<file path="config.mk">
export PLATFORM = sky130hd
export DESIGN_NAME = serial_word_adder_flat
export DESIGN_NICKNAME = d
export VERILOG_FILES = /design/src/rtl/serial_word_adder_if.sv /design/src/rtl/serial_word_adder.sv /design/src/flat_wrapper.sv
export SDC_FILE = /design/constraint.sdc
export NUM_CORES = 1
export LEC_CHECK = 0
export ABC_AREA = 1
export BUFFER_PORTS_ARGS = -buffer_cell sky130_fd_sc_hd__buf_4
export CAP_MARGIN = 25
export CORE_ASPECT_RATIO = 1.5
export CORE_UTILIZATION = 59
export DETAILED_ROUTE_END_ITERATION = 8
export GPL_ROUTABILITY_DRIVEN = 0
export PLACE_DENSITY = 0.85
export RECOVER_POWER = 100
export SYNTH_ARGS = -nofsm -noshare
export SYNTH_HDL_FRONTEND = slang
export SYNTH_SLANG_ARGS = --single-unit
export TNS_END_PERCENT = 50
</file>
<file path="constraint.sdc">
create_clock -name clk -period 6.7 [get_ports clk]
set_input_delay 1.005 -clock clk [delete_from_list [all_inputs] [get_ports clk]]
set_output_delay 1.005 -clock clk [all_outputs]
set_load 0.005 [all_outputs]
</file>
<file path="src/rtl/serial_word_adder_if.sv">
// Operand/result handshake bundle for serial_word_adder.
// Defining SERIAL_WORD_ADDER_OVERFLOW_EN adds the signed-overflow flag.
interface serial_word_adder_if #(
   parameter int WORDS = 4
);
   localparam int W = 8 * WORDS;

   // valid/ready: a transfer happens on a rising clk edge where both are high;
   // the source holds its payload stable while valid is high and ready is low.
   logic         in_valid;
   logic         in_ready;
   logic [W-1:0] a;
   logic [W-1:0] b;
   logic         c_in;
   logic         out_valid;
   logic         out_ready;
   logic [W-1:0] sum;
   logic         c_out;
   logic         busy;
`ifdef SERIAL_WORD_ADDER_OVERFLOW_EN
   logic         overflow;
`endif

   modport slave (
      input  in_valid, a, b, c_in, out_ready,
`ifdef SERIAL_WORD_ADDER_OVERFLOW_EN
      output overflow,
`endif
      output in_ready, out_valid, sum, c_out, busy
   );

   modport master (
      output in_valid, a, b, c_in, out_ready,
`ifdef SERIAL_WORD_ADDER_OVERFLOW_EN
      input  overflow,
`endif
      input  in_ready, out_valid, sum, c_out, busy
   );
endinterface

</file>
<file path="src/rtl/serial_word_adder.sv">
// Wide adder built from one 8-bit slice, one byte per clock with a registered carry.
// Optional SERIAL_WORD_ADDER_OVERFLOW_EN adds a registered signed-overflow flag.
module serial_word_adder #(
   parameter int WORDS = 4
) (
   input  logic                  clk,
   input  logic                  rst_n,
   serial_word_adder_if.slave    bus,
   output logic [1:0]            dbg_state
);
   localparam int W    = 8 * WORDS;
   localparam int IDXW = $clog2(WORDS + 1);
   localparam logic [IDXW-1:0] LAST = IDXW'(WORDS - 1);

   typedef enum logic [1:0] {
      IDLE = 2'd0,
      ADD  = 2'd1,
      DONE = 2'd2
   } state_t;

   state_t          state_q, state_d;
   logic [IDXW-1:0] idx_q, idx_d;
   logic            cy_q, cy_d;
   logic [W-1:0]    a_q, a_d;
   logic [W-1:0]    b_q, b_d;
   logic [W-1:0]    sum_q, sum_d;
   logic            c_out_q, c_out_d;
   logic            out_valid_q, out_valid_d;
   logic            in_ready_q, in_ready_d;
   logic            busy_q, busy_d;
   logic            ovf_q, ovf_d;
   logic [8:0]      slice;

   always_comb begin
      state_d     = state_q;
      idx_d       = idx_q;
      cy_d        = cy_q;
      a_d         = a_q;
      b_d         = b_q;
      sum_d       = sum_q;
      c_out_d     = c_out_q;
      out_valid_d = out_valid_q;
      in_ready_d  = in_ready_q;
      busy_d      = busy_q;
      ovf_d       = ovf_q;
      slice       = {1'b0, a_q[8*idx_q +: 8]} + {1'b0, b_q[8*idx_q +: 8]} + {8'd0, cy_q};
      case (state_q)
         IDLE: begin
            if (bus.in_valid && in_ready_q) begin
               a_d        = bus.a;
               b_d        = bus.b;
               cy_d       = bus.c_in;
               idx_d      = '0;
               in_ready_d = 1'b0;
               busy_d     = 1'b1;
               state_d    = ADD;
            end
         end
         ADD: begin
            sum_d[8*idx_q +: 8] = slice[7:0];
            cy_d                = slice[8];
            idx_d               = idx_q + 1'b1;
            if (idx_q == LAST) begin
               c_out_d     = slice[8];
               // Carry into the MSB is recovered from the MSB sum bit and operands.
               ovf_d       = a_q[W-1] ^ b_q[W-1] ^ slice[7] ^ slice[8];
               out_valid_d = 1'b1;
               state_d     = DONE;
            end
         end
         DONE: begin
            if (bus.out_ready) begin
               out_valid_d = 1'b0;
               in_ready_d  = 1'b1;
               busy_d      = 1'b0;
               state_d     = IDLE;
            end
         end
         default: begin
            state_d = IDLE;
         end
      endcase
   end

   always_ff @(posedge clk or negedge rst_n) begin
      if (!rst_n) begin
         state_q     <= IDLE;
         idx_q       <= '0;
         cy_q        <= 1'b0;
         a_q         <= '0;
         b_q         <= '0;
         sum_q       <= '0;
         c_out_q     <= 1'b0;
         out_valid_q <= 1'b0;
         in_ready_q  <= 1'b1;
         busy_q      <= 1'b0;
         ovf_q       <= 1'b0;
      end else begin
         state_q     <= state_d;
         idx_q       <= idx_d;
         cy_q        <= cy_d;
         a_q         <= a_d;
         b_q         <= b_d;
         sum_q       <= sum_d;
         c_out_q     <= c_out_d;
         out_valid_q <= out_valid_d;
         in_ready_q  <= in_ready_d;
         busy_q      <= busy_d;
         ovf_q       <= ovf_d;
      end
   end

   assign bus.in_ready  = in_ready_q;
   assign bus.out_valid = out_valid_q;
   assign bus.sum       = sum_q;
   assign bus.c_out     = c_out_q;
   assign bus.busy      = busy_q;
   assign dbg_state     = state_q;

`ifdef SERIAL_WORD_ADDER_OVERFLOW_EN
   assign bus.overflow = ovf_q;
`else
   logic unused_ovf;
   assign unused_ovf = ovf_q;
`endif
endmodule

</file>
<file path="src/flat_wrapper.sv">
// flat-port wrapper written by rule: the top's interface ports become plain ports
module serial_word_adder_flat 
#(
   parameter int WORDS = 4
)
  (clk, rst_n, dbg_state, bus_in_valid, bus_a, bus_b, bus_c_in, bus_out_ready, bus_in_ready, bus_out_valid, bus_sum, bus_c_out, bus_busy);
  serial_word_adder_if #(.WORDS(WORDS)) bus_i ();
  input  logic clk;
  input  logic rst_n;
  output logic [1:0] dbg_state;
  input wire logic [$bits(bus_i.in_valid)-1:0] bus_in_valid;
  input wire logic [$bits(bus_i.a)-1:0] bus_a;
  input wire logic [$bits(bus_i.b)-1:0] bus_b;
  input wire logic [$bits(bus_i.c_in)-1:0] bus_c_in;
  input wire logic [$bits(bus_i.out_ready)-1:0] bus_out_ready;
  output wire logic [$bits(bus_i.in_ready)-1:0] bus_in_ready;
  output wire logic [$bits(bus_i.out_valid)-1:0] bus_out_valid;
  output wire logic [$bits(bus_i.sum)-1:0] bus_sum;
  output wire logic [$bits(bus_i.c_out)-1:0] bus_c_out;
  output wire logic [$bits(bus_i.busy)-1:0] bus_busy;
  assign bus_i.in_valid = bus_in_valid;
  assign bus_i.a = bus_a;
  assign bus_i.b = bus_b;
  assign bus_i.c_in = bus_c_in;
  assign bus_i.out_ready = bus_out_ready;
  assign bus_in_ready = bus_i.in_ready;
  assign bus_out_valid = bus_i.out_valid;
  assign bus_sum = bus_i.sum;
  assign bus_c_out = bus_i.c_out;
  assign bus_busy = bus_i.busy;
  serial_word_adder #(.WORDS(WORDS)) u_core (.clk(clk), .rst_n(rst_n), .bus(bus_i), .dbg_state(dbg_state));
endmodule
</file>
Word level (Yosys, flattened, before mapping):

Index checks and enable logic that the tools add are counted.

* input port bits: 69
* register bits after elaboration: 106
* output and inout port bits: 38

* shifts and indexed selects: 4
* eq/ne operators: 6
* mux-type cells: 17
* reductions and logical operators: 11
* add/subtract/negate cells: 4

Operators with widths (number)
* $shiftx 32x7->8: 2
* $neg 6->34: 1
* $shift 8x34->32 const A: 1
* $shiftx 8x34->32: 1
* $bwmux 32: 1
* $add 8x8->9: 1
* $add 9x1->9: 1
* $reduce_and 3->1: 3
* $pmux 1 s2: 4
* $mux 1: 6
* $mux 2: 3
* $pmux 2 s3: 1
* $pmux 3 s2: 1
* $reduce_and 2->1: 3
* $reduce_bool 2->1: 3
* $ne 2x1->1 const B: 2
* $add 3x1->3 const B: 1
* $eq 3x2->1 const B: 1
* $mux 3: 1
* $eq 2x1->1 const B: 1
* $eq 2x2->1 const B: 1
* $logic_not 2->1: 1
* $ne 2x2->1 const B: 1
* $logic_and 1x1->1: 1

Logic depth before layout (Yosys ltp):

Gate-level depths: netlist (run 1).

* word-level depth: 5
* depth in mapped cells: 17
* gate-level depth less buffers: 16

Worst setup path before layout (run 1):

No wires, ideal clock.

* path type: register to register
* start: register u_core.idx_q[0]
* end: register u_core.sum_q[20], in the netlist u_core.bus.sum[20]
* required time: 6617 ps
* arrival: 2456 ps
* slack: 4160 ps
* library setup time: 83 ps
* buffers on the path: 2
* stages on the path, launching flop included: 15
* path through: dfrtp_1 buf_2 buf_1 nor2_1 o32ai_1 inv_1 fa_1 inv_1 fa_1 nand2_1 nand2_1 nand2_1 xnor2_1 inv_1 o21ai_0

* cells in the longest elaborated chain, start to end: 5
* elaborated cells between the ends (all ways): 8

RTL lines
* start: declaration: RTL line serial_word_adder.sv:22 `logic [IDXW-1:0] idx_q, idx_d;`
* start signal: assignment: RTL line serial_word_adder.sv:100 `idx_q <= idx_d;`
* $shiftx 32x7->8: RTL line serial_word_adder.sv:46 `slice = {1'b0, a_q[8*idx_q +: 8]} + {1'b0, b_q[8*idx_q +: 8]} + {8'd0, cy_q};`
* $add 8x8->9: RTL line serial_word_adder.sv:46
* $add 9x1->9: RTL line serial_word_adder.sv:46
* $shiftx 8x34->32: RTL line serial_word_adder.sv:60 `sum_d[8*idx_q +: 8] = slice[7:0];`
* $bwmux 32 *: RTL line serial_word_adder.sv:60
* end signal: assignment: RTL line serial_word_adder.sv:104 `sum_q <= sum_d;`
* end: declaration: RTL line serial_word_adder.sv:26 `logic [W-1:0] sum_q, sum_d;`

Every way passes the cells marked *; elsewhere a longest branch is shown, timed or not.
A chain may end at the register's enable or synchronous reset.

Final worst setup path (run 1):

* start: input bus_in_valid
* end: register u_core.b_q[8]

* cells in the longest elaborated chain, start to end: 2

RTL lines
* start: declaration: RTL line flat_wrapper.sv:11 `input wire logic [$bits(bus_i.in_valid)-1:0] bus_in_valid;`
* $logic_and 1x1->1: RTL line serial_word_adder.sv:49 `if (bus.in_valid && in_ready_q) begin`
* $reduce_and 2->1 (no line)
* end signal: assignment: RTL line serial_word_adder.sv:91 `b_q <= '0;`
* end signal: assignment: RTL line serial_word_adder.sv:103 `b_q <= b_d;`
* end: declaration: RTL line serial_word_adder.sv:25 `logic [W-1:0] b_q, b_d;`

Every way passes these cells.

==> results.md, run 1 <==
* Status: complete, but fails checks
* Failing checks: max-capacitance violations, max-slew violations
* Via density per instance at 5.46
* Largest net degree at the start of global routing at 72
* Top cell type by total area after synthesis: dfrtp_1
* Post-CTS sizing at 0
* Setup TNS at 0 ps
* YS warnings at 0
* CP Cell Sequence: clkbuf_4 > nand4_1 > clkbuf_1 > inv_2 > nand2_1 > nand2_1
* CP max stage cell: clkbuf_1
* Tightest Pin Transition at 2790 ps
* Slew margin rel. at -85.9%
* Reg-to-Reg Start: u_core.dbg_state[1]
* Share of layout cells above drive strength 1 at 17.9%
* Area grow syn2layout at 22.1%
* Starting Density at 61.8%
* Setup WS post-layout at about 2100 ps
* Worst clock skew at just over 8 ps
* Overall Global Routing Usage at between 30% and 40%
* Static leakage at 3.40 nW
* Worst path top cell family by delay: buffers and inverters
* Synth Cell Area at between 5000 and 6000 µm²
* WP data required at 6930 ps
* Clock latency on the worst-skew pair at 350 ps
* Post-synth top cells: nand2_1, dfrtp_1, nor2_1, o21ai_0, inv_1
* Max Clk Rate at 218 MHz
* Most area-consuming cells after synthesis: dfrtp_1, nand2_1, nor2_1
* Type of the worst setup path: in2reg
* H-tree levels at 3
* Core area at 8160 µm²
* Hold Crit Start: u_core.a_q[16]
* Asr flop ratio synth at 100%
* Final non-filler cell total at 827
* CTS tree: done
* R2R cell count at 6
* Post-layout util at 75.4%
* Final number of setup-violating endpoints at 0
* Starting DRT DRC Count at between 200 and 300
* Vias in the first global route at about 4.6k
* Die Wd at 77.5 µm
* CTS Sinks at 106
* Final Critical Period at between 4000 and 5000 ps
* #FFs+latches synth at ~110
* Tightest Hold Check Type: reg2reg
* First-pass GRT wire length at around 21000 µm
* Mean Syn Cell Area at 8.08 µm²
* Row count at 40
* Critical path destination: u_core.b_q[8]
* WL final at roughly 12000 µm
* Max cap viols at 3
* PwrDens at between 200 and 250 nW/µm²
* Grt ovf at 0
* Initial antenna violation count at 0
* Drt wl/cell at 14.9 µm
* Power Total at 1.30 mW
* Num CTS Buffers at 9
* Post-synth EDFFs at 0
* Final hold vios at 0
* Vias at 4514
* DIE HEIGHT at approximately 120 µm
* Worst EP arrival at 4820 ps
* Slew Viols, Final at 179
* Critical Path Start: bus_in_valid
* Die Area at 8920 µm²
* Count leader, synth: nand2_1
* Nets at roughly 800
* Drt pass-1 iters at 5
* PortBufs at 106
* Delay of the slowest critical-path stage at between 1500 and 2000 ps
* Mapped Nets at 709
* RR Endpoint: u_core.b_q[8]
* Drt drc at 0
* Maximum fanout along the worst path at 69
* Crit path depth at 6
* Max IR drop VDD at around 0.14 mV
* Worst slack at placement at between 3000 and 4000 ps
* Placed cells at between 800 and 900
* Ys flop type: dfrtp_1
* CTS clk-pin slew, worst paths at 70 ps
* Antenna cells at 0
* RSZ-0062 raised after global routing: no
* Root buf cell: clkbuf_16
* Top cell type's share of synthesized area at between 50% and 60%
* Startpoint class of the critical path: input port
* FF-to-FF setup slack at roughly 2300 ps
* Final period util at 68.5%
* Buf+Inv Stages, Crit Path at 3
* Distinct cell type count after synthesis at 31
* Critical path endpoint category: register
* Setup bufs post-CTS at 0
* Mapped Cells at between 600 and 700
* Cts hold-fix bufs at 0
* Sequential area share after synthesis at 52.7%
* Hpwl dp at 8680 µm
* Most used cell, CP: nand2_1
* IO Pins at about 110
* Post-route antenna net violation count at 0
* Clock Path Buffers at 2
[worst min path at each step]
stage / endpoint / slack, ps / cells past startpoint
finish: u_core.a_q[16] / 480 / 2
global route: u_core.a_q[14] / 510 / 2
CTS: u_core.a_q[16] / 480 / 2
detailed placement: u_core.a_q[16] / 460 / 2
global placement: u_core.b_q[9] / 460 / 2
floorplan: u_core.a_q[10] / 440 / 2
[worst register-to-register path: stages, from the launching register on]
cell	delay, ps
dfrtp_1	430
inv_1	100
nand4_1	90
clkbuf_1	1960
inv_2	1190
nand2_1	400
nand2_1	80
[report_power, final]
group	switching (mW)	internal [mW]	total [mW]	leakage (nW)
registers	0	0.640	0.640	1.45
logic	0.0173	0.0244	0.0416	1.77
clock network	0.233	0.388	0.621	0.177
[flip-flops by register name, summed over array words and instances, names as in the netlist]
name,count
u_core.a_q,32
u_core.b_q,32
u_core.bus.sum,32
u_core.idx_q,3
u_core.dbg_state,2
u_core.bus.busy,1
u_core.bus.c_out,1
u_core.bus.in_ready,1
u_core.bus.out_valid,1
u_core.cy_q,1
[per-layer routing]
layer  share of wire [%]  track usage (%)
met5                   0                0
met4                 5.7             21.6
met3                 4.2             5.08
met2                  51             52.4
met1                  39             35.0
[stage by stage]
stage	hold slack (ps)	instance area (µm²)
2_1_floorplan	444	5040
3_3_place_gp	461	5850
3_5_place_dp	461	5850
4_1_cts	478	6210
5_1_grt	506	6150
6_report	480	6150
[placed cells by master, fill, tap and decap left out]
master	instances
a21oi_1	12
buf_4	68
bufinv_16	3
clkbuf_1	2
clkbuf_16	9
clkbuf_2	1
clkbuf_4	38
clkbuf_8	2
clkinv_1	1
dfrtp_1	105
dfstp_1	1
fa_1	2
ha_1	14
inv_1	26
inv_2	3
inv_6	2
nand2_1	276
nand3_1	16
nand3b_1	2
nand4_1	5
nor2_1	64
nor2_4	1
nor3_1	1
o21a_1	1
o21ai_0	51
o21ai_2	1
o22ai_1	2
o31ai_1	1
o32ai_1	8
or2_2	1
xnor2_1	1
xor2_1	2
[final cells by class]
class	instances	area [µm²]
Timing Repair Buffer	109	808
Clock inverter	5	108
Clock buffer	11	253
Tap cell	105	131
Fill cell	595	2000
Inverter	30	113
Multi-Input combinational cell	461	2090
Sequential cell	106	2650
[logic make-up after synthesis]
kind of cell	after synthesis	synth area share, %
AND/OR/NAND/NOR	366	29.0
adder cells (fa/ha/maj)	16	4.27
buffers and inverters	57	5.04
flip-flops	106	52.7
XOR/XNOR	3	0.521
AO/OA/AOI/OAI	76	8.52
(Power assumes the default switching activity.)
==> run 2: changes to the inputs <==
--- a/config.mk
+++ b/config.mk
@@ -9,10 +9,10 @@
 export BUFFER_PORTS_ARGS = -buffer_cell sky130_fd_sc_hd__buf_4
 export CAP_MARGIN = 25
 export CORE_ASPECT_RATIO = 1.5
-export CORE_UTILIZATION = 59
+export CORE_UTILIZATION = 55
 export DETAILED_ROUTE_END_ITERATION = 8
 export GPL_ROUTABILITY_DRIVEN = 0
-export PLACE_DENSITY = 0.85
+export PLACE_DENSITY = 0.8
 export RECOVER_POWER = 100
 export SYNTH_ARGS = -nofsm -noshare
 export SYNTH_HDL_FRONTEND = slang
==> constraint.sdc (replaced) <==
create_clock -name clk -period 4.7 [get_ports clk]
set_input_delay 0.705 -clock clk [delete_from_list [all_inputs] [get_ports clk]]
set_output_delay 0.705 -clock clk [all_outputs]
set_load 0.005 [all_outputs]
==> run 2 against run 1 <==
The run still ends with max-capacitance violations, max-slew violations left. Via count fell by 2.4%. Worst hold slack got worse by 2.1 ps. Global-route usage fell by 2.8 points. Cell count grew 0.60%. Sequential share of layout area up 0.54 points. Critical endpoint is now u_core.bus.sum[2]. Largest cell class unchanged.
==> results.md, run 2 (synthesis gave the netlist of run 1 again) <==
* Status: complete, but fails checks
* Failing checks: max-capacitance violations, max-slew violations
* Num CTS Buffers at 9
* Core area at 8880 µm²
* Clock latency on the worst-skew pair at 340 ps
* Clock Path Buffers at 2
* H-tree levels at 3
* Final number of setup-violating endpoints at 0
* Drt drc at 0
* Setup bufs post-CTS at 0
* Static leakage at 3.34 nW
* Clk pwr share at 40.9%
* Startpoint class of the critical path: register
* CTS clk-pin slew, worst paths at 70 ps
* Starting DRT DRC Count at 304
* Max IR drop VDD at 0.211 mV
* Post-CTS sizing at 0
* Power Total at 1.64 mW
* Gate power share at 3.6%
* Final period util at 70.3%
* Post-route antenna net violation count at 0
* Area grow syn2layout at 20.6%
* Share of layout cells above drive strength 1 at 17.5%
* Sw frac at 20.8%
* Drt wl/cell at 14.6 µm
* Row count at 42
* WP data required at about 4900 ps
* Die Area at 9560 µm²
* Slew Viols, Final at approximately 120
* Slew margin rel. at -97.1%
* WL final at 12100 µm
* CTS tree: done
* Drt pass-1 iters at 5
* Internal Power at 1.30 mW
* Seq pwr share at 55.5%
* DIE HEIGHT at 119 µm
* Largest net degree at the start of global routing at 70
* Layout fillers at around 770
* Tightest Pin Transition at roughly 3000 ps
* Critical path endpoint category: register
* Die Wd at 80.2 µm
* Final hold vios at 0
* Highest-count cells in the layout ignoring fill and taps: nand2_1, dfrtp_1, buf_4, nor2_1, o21ai_0
* Antenna cells at 0
* Max Clk Rate at just over 300 MHz
* Nets at 803
* Setup TNS at 0 ps
* Worst EP arrival at 3510 ps
* RSZ-0062 raised after global routing: no
* Vias at 4405
* Via density per instance at 5.29
* First-pass GRT wire length at slightly above 20000 µm
* Starting Density at 56.7%
* Vias in the first global route at 4390
* Final Critical Period at 3300 ps
* Type of the worst setup path: reg2reg
* Overall Global Routing Usage at 27.9%
* Max cap viols at 2
* PortBufs at 106
* Initial antenna violation count at 0
* Root buf cell: clkbuf_16
* Maximum fanout along the worst path at 28
* PwrDens at 270 nW/µm²
* Net Switching at 0.341 mW
* IO Pins at 107
* Worst clock skew at 6.57 ps
* CTS Sinks at about 110
* Cts hold-fix bufs at 0
* Hpwl dp at 8830 µm
* Commonest non-fill, non-tap cell in the layout: nand2_1
* Grt ovf at 0
* Tightest Hold Check Type: reg2reg
-- run 2: changes by cell type in the layout (fill, tap and decap cells not counted), sizes merged --
cell      previous run  this run
inv                 31        29
buf                 68        71
clkinv               1         3
clkinvlp             0         1
clkbuf              52        51
bufinv               3         0
-- run 2: worst paths after layout --
| check | cells after the start | end | startpoint | slack (ps) |
|---|---|---|---|---|
| setup / recovery | 10 | u_core.bus.sum[2] | u_core.idx_q[0] | 1400 |
| hold / removal | 2 | u_core.a_q[31] | u_core.a_q[31] | 480 |
| setup reg to reg | 10 | u_core.bus.sum[2] | u_core.idx_q[0] | 1400 |
| hold reg to reg | 2 | u_core.a_q[31] | u_core.a_q[31] | 480 |
| max in group asynchronous | 2 | u_core.a_q[21] | rst_n | 1510 |
| min in group asynchronous | 1 | u_core.bus.sum[17] | rst_n | 1310 |
-- run 2: stage by stage --
stage / hold slack, ps / cell area, µm² / util (%) / setup WS (ps) / std cells
5_1_grt: 493 / 6080 / 68.4 / 838 / 832
2_1_floorplan: 409 / 5040 / - / 2160 / 624
3_5_place_dp: 460 / 5860 / 66.0 / 1540 / 817
6_report: 478 / 6080 / 68.4 / 1400 / 832
4_1_cts: 429 / 6120 / 68.9 / 1530 / 832
3_3_place_gp: 460 / 5860 / 66.0 / 1680 / 817
-- run 2: power by group through the flow --
stage,clock network (mW),registers (mW),logic [mW]
6_report,0.672,0.912,0.0599
3_5_place_dp,0,0.929,0.0617
4_1_cts,0.677,0.912,0.0618
2_1_floorplan,0,0.930,0.000000589
5_1_grt,0.719,0.911,0.0671
3_3_place_gp,0,0.929,0.0605
-- run 2: worst max-delay path, stage by stage (launching register included) --
cell	delay, ps
dfrtp_1	350
clkinv_1	560
clkbuf_1	410
ha_1	270
ha_1	350
nor2_1	120
nand4_1	90
nor3_1	420
inv_1	340
nand2_1	150
o21ai_0	90
-- run 2: final cells by class --
| class | count | area (µm²) | area share (%) |
|---|---|---|---|
| Sequential cell | 106 | 2650 | 43.7 |
| Multi-Input combinational cell | 461 | 2120 | 34.8 |
| Timing Repair Buffer | 110 | 803 | 13.2 |
| Clock buffer | 12 | 236 | 3.89 |
| Tap cell | 110 | 138 | 2.26 |
| Inverter | 30 | 113 | 1.85 |
| Clock inverter | 3 | 17.5 | 0.288 |
-- run 2: routing by layer --
layer | global-route usage (%) | share of wire [%] | vias to the layer above
li1 | - | - | 2158
met1 | 35.6 | 41 | 2050
met2 | 45.1 | 50 | 161
met3 | 4.44 | 5.1 | 36
met4 | 14.6 | 4.2 | 0
met5 | 0 | 0 | -
==> run 3: changes to the inputs <==
--- a/config.mk
+++ b/config.mk
@@ -5,14 +5,14 @@
 export SDC_FILE = /design/constraint.sdc
 export NUM_CORES = 1
 export LEC_CHECK = 0
-export ABC_AREA = 1
+export ABC_AREA = 0
 export BUFFER_PORTS_ARGS = -buffer_cell sky130_fd_sc_hd__buf_4
 export CAP_MARGIN = 25
 export CORE_ASPECT_RATIO = 1.5
-export CORE_UTILIZATION = 55
+export CORE_UTILIZATION = 54
 export DETAILED_ROUTE_END_ITERATION = 8
 export GPL_ROUTABILITY_DRIVEN = 0
-export PLACE_DENSITY = 0.8
+export PLACE_DENSITY = 0.79
 export RECOVER_POWER = 100
 export SYNTH_ARGS = -nofsm -noshare
 export SYNTH_HDL_FRONTEND = slang
==> constraint.sdc (replaced) <==
create_clock -name clk -period 3.44 [get_ports clk]
set_input_delay 0.516 -clock clk [delete_from_list [all_inputs] [get_ports clk]]
set_output_delay 0.516 -clock clk [all_outputs]
set_load 0.005 [all_outputs]
==> run 3 against run 2 <==
The flow still finishes with violations (max-capacitance violations, max-slew violations). Sequential cell count stayed put. Area after synthesis shrank 2.6%. Critical path type unchanged. Combinational power grew 44%. Worst setup slack lost 950 ps. Utilization grew 0.27 points. Clock-buffer cell count down 2.
==> results.md, run 3 <==
* Status: complete, but fails checks
* Failing checks: max-capacitance violations, max-slew violations
* Via density per instance at 5.71
* Num CTS Buffers at 9
* PwrDens at ~370 nW/µm²
* Starting Density at between 50% and 60%
* Overall Global Routing Usage at approximately a quarter
* Maximum fanout along the worst path at 15
* Worst EP arrival at 3200 ps
* CTS clk-pin slew, worst paths at 70 ps
* Startpoint class of the critical path: register
* DIE HEIGHT at ~120 µm
* Post-synth top cells: dfrtp_1, mux2_2, nand2_1, mux4_2
* Final number of setup-violating endpoints at 0
* Clk pwr share at 40.8%
* Nets at between 500 and 600
* Initial antenna violation count at 0
* PortBufs at 106
* CTS Sinks at roughly 110
* Post-CTS sizing at 0
* Die Wd at 79.8 µm
* RSZ-0062 raised after global routing: no
* #FFs+latches synth at around 110
* Commonest non-fill, non-tap cell in the layout: dfrtp_1
* Post-synth EDFFs at 0
* Clock Path Buffers at 2
* Distinct cell type count after synthesis at 40
* Setup bufs post-CTS at 0
* Ys flop type: dfrtp_1
* Asr flop ratio synth at 100%
* Seq pwr share at a little under three fifths
* Final Critical Period at 3000 ps
* Top cell type's share of synthesized area at 53.5%
* Worst clock skew at 4.91 ps
* Most area-consuming cells after synthesis: dfrtp_1, mux2_2, mux4_2
* First-pass GRT wire length at about 18000 µm
* Largest net degree at the start of global routing at 83
* Sw frac at 20.9%
* Sequential area share after synthesis at 54.1%
* Antenna cells at 0
* Net Switching at 0.470 mW
* Internal Power at 1.78 mW
* Drt pass-1 iters at 4
* Max Clk Rate at 334 MHz
* Max IR drop VDD at 0.256 mV
* Slew margin rel. at -11.3%
* Drt drc at 0
* Top cell type by total area after synthesis: dfrtp_1
* Clock latency on the worst-skew pair at 350 ps
* Gate power share at under 10%
* Slew Viols, Final at 142
* IO Pins at about 110
* Tightest Pin Transition at 1670 ps
* Final hold vios at 0
* Placed cells at 573
* Grt ovf at 0
* Mapped Nets at 449
* Vias in the first global route at ~3.6k
* Final non-filler cell total at 590
* CTS tree: done
* Row count at 42
* Tightest Hold Check Type: in2async
* Worst slack at placement at 477 ps
* Mean Syn Cell Area at 13.5 µm²
* Count leader, synth: dfrtp_1
* Core area at 8830 µm²
* Synth Cell Area at 4910 µm²
* Highest-count cells in the layout ignoring fill and taps: dfrtp_1, mux2_2, buf_4, clkbuf_4, nand2_1
* Static leakage at a little over 3 nW
* WP data required at 3650 ps
* Cts hold-fix bufs at 0
* WL final at 10400 µm
* Drt wl/cell at 17.6 µm
* Post-route antenna net violation count at 0
* Setup WS post-layout at between 400 and 500 ps
* Root buf cell: clkbuf_16
* YS warnings at 0
* Die Area at ~9500 µm²
* Max cap viols at 2
* Power Total at 2.25 mW
* Setup TNS at 0 ps
* Critical path endpoint category: register
* Final period util at 87.1%
* Share of layout cells above drive strength 1 at between 40% and 50%
* Area grow syn2layout at 23.6%
* Vias at 3371
* Mapped Cells at ~360
* Type of the worst setup path: reg2reg
* H-tree levels at 3
* Hpwl dp at 7790 µm
* Starting DRT DRC Count at 177
run 3: cell types whose count changed after synthesis, sizes merged, moves of 14 or more:
cell	change
nor2	-54
nand2	-248
mux4	+16
mux2	+68
inv	-19
and2	+14
o21ai	-39
run 3: power groups by stage:
stage / registers (mW) / logic, mW / clock network [mW]
after floorplan: 1.27 / 0.00136 / 0
after global placement: 1.27 / 0.0878 / 0
after detailed placement: 1.27 / 0.0893 / 0
after CTS: 1.25 / 0.0895 / 0.938
after global routing: 1.24 / 0.0951 / 0.988
final: 1.25 / 0.0861 / 0.918
run 3: path summary, 6_finish.rpt:
kind	from	to	slack, ps	cells after the start
min reg2reg	u_core.bus.sum[25]	u_core.bus.sum[25]	480	2
max in group asynchronous	rst_n	u_core.a_q[26]	800	3
max	u_core.idx_q[1]	u_core.bus.sum[5]	440	8
min	rst_n	u_core.bus.out_valid	190	1
min in group clk	bus_out_ready	u_core.dbg_state[1]	360	2
max reg2reg	u_core.idx_q[1]	u_core.bus.sum[5]	440	8
run 3: critical path: stages, from the launching register on:
cell      delay (ps)
dfrtp_1          750
clkbuf_1         260
mux4_2           310
and2_0           200
ha_1             340
a21boi_0         370
nor4b_1          100
a211oi_1         360
o21ai_0          170
run 3: metrics by stage:
step	hold slack, ps	util [%]	instance area (µm²)
6_report	191	68.7	6070
5_1_grt	255	68.7	6070
4_1_cts	352	69.4	6130
3_5_place_dp	473	66.4	5860
3_3_place_gp	463	66.4	5860
2_1_floorplan	220	-	4910
run 3: kinds of logic after synthesis:
| group | after synthesis | share of synthesized area, % |
|---|---|---|
| fa+ha+maj | 16 | 4.38 |
| mux | 84 | 22.9 |
| compound gates | 54 | 7.34 |
| flops | 106 | 54.1 |
| buf+inv | 26 | 2.29 |
| simple gates | 75 | 8.44 |
| xor+xnor | 3 | 0.535 |
run 3: cell type report:
cell class	instances	area, µm²
clock buffer	10	229
clock inverter	6	33.8
fill	639	2760
inverter	10	37.5
multi-input combinational	232	2130
sequential	106	2650
tap	110	138
timing repair buffer	116	848
run 3: routing by layer:
metal / global-route usage, % / vias to the layer above / wire length (µm)
li1: - / 1541 / -
met4: 12.9 / 0 / 326
met1: 29.5 / 1697 / 3900
met2: 43.3 / 111 / 5780
met5: 0 / - / 0
met3: 3.32 / 22 / 388
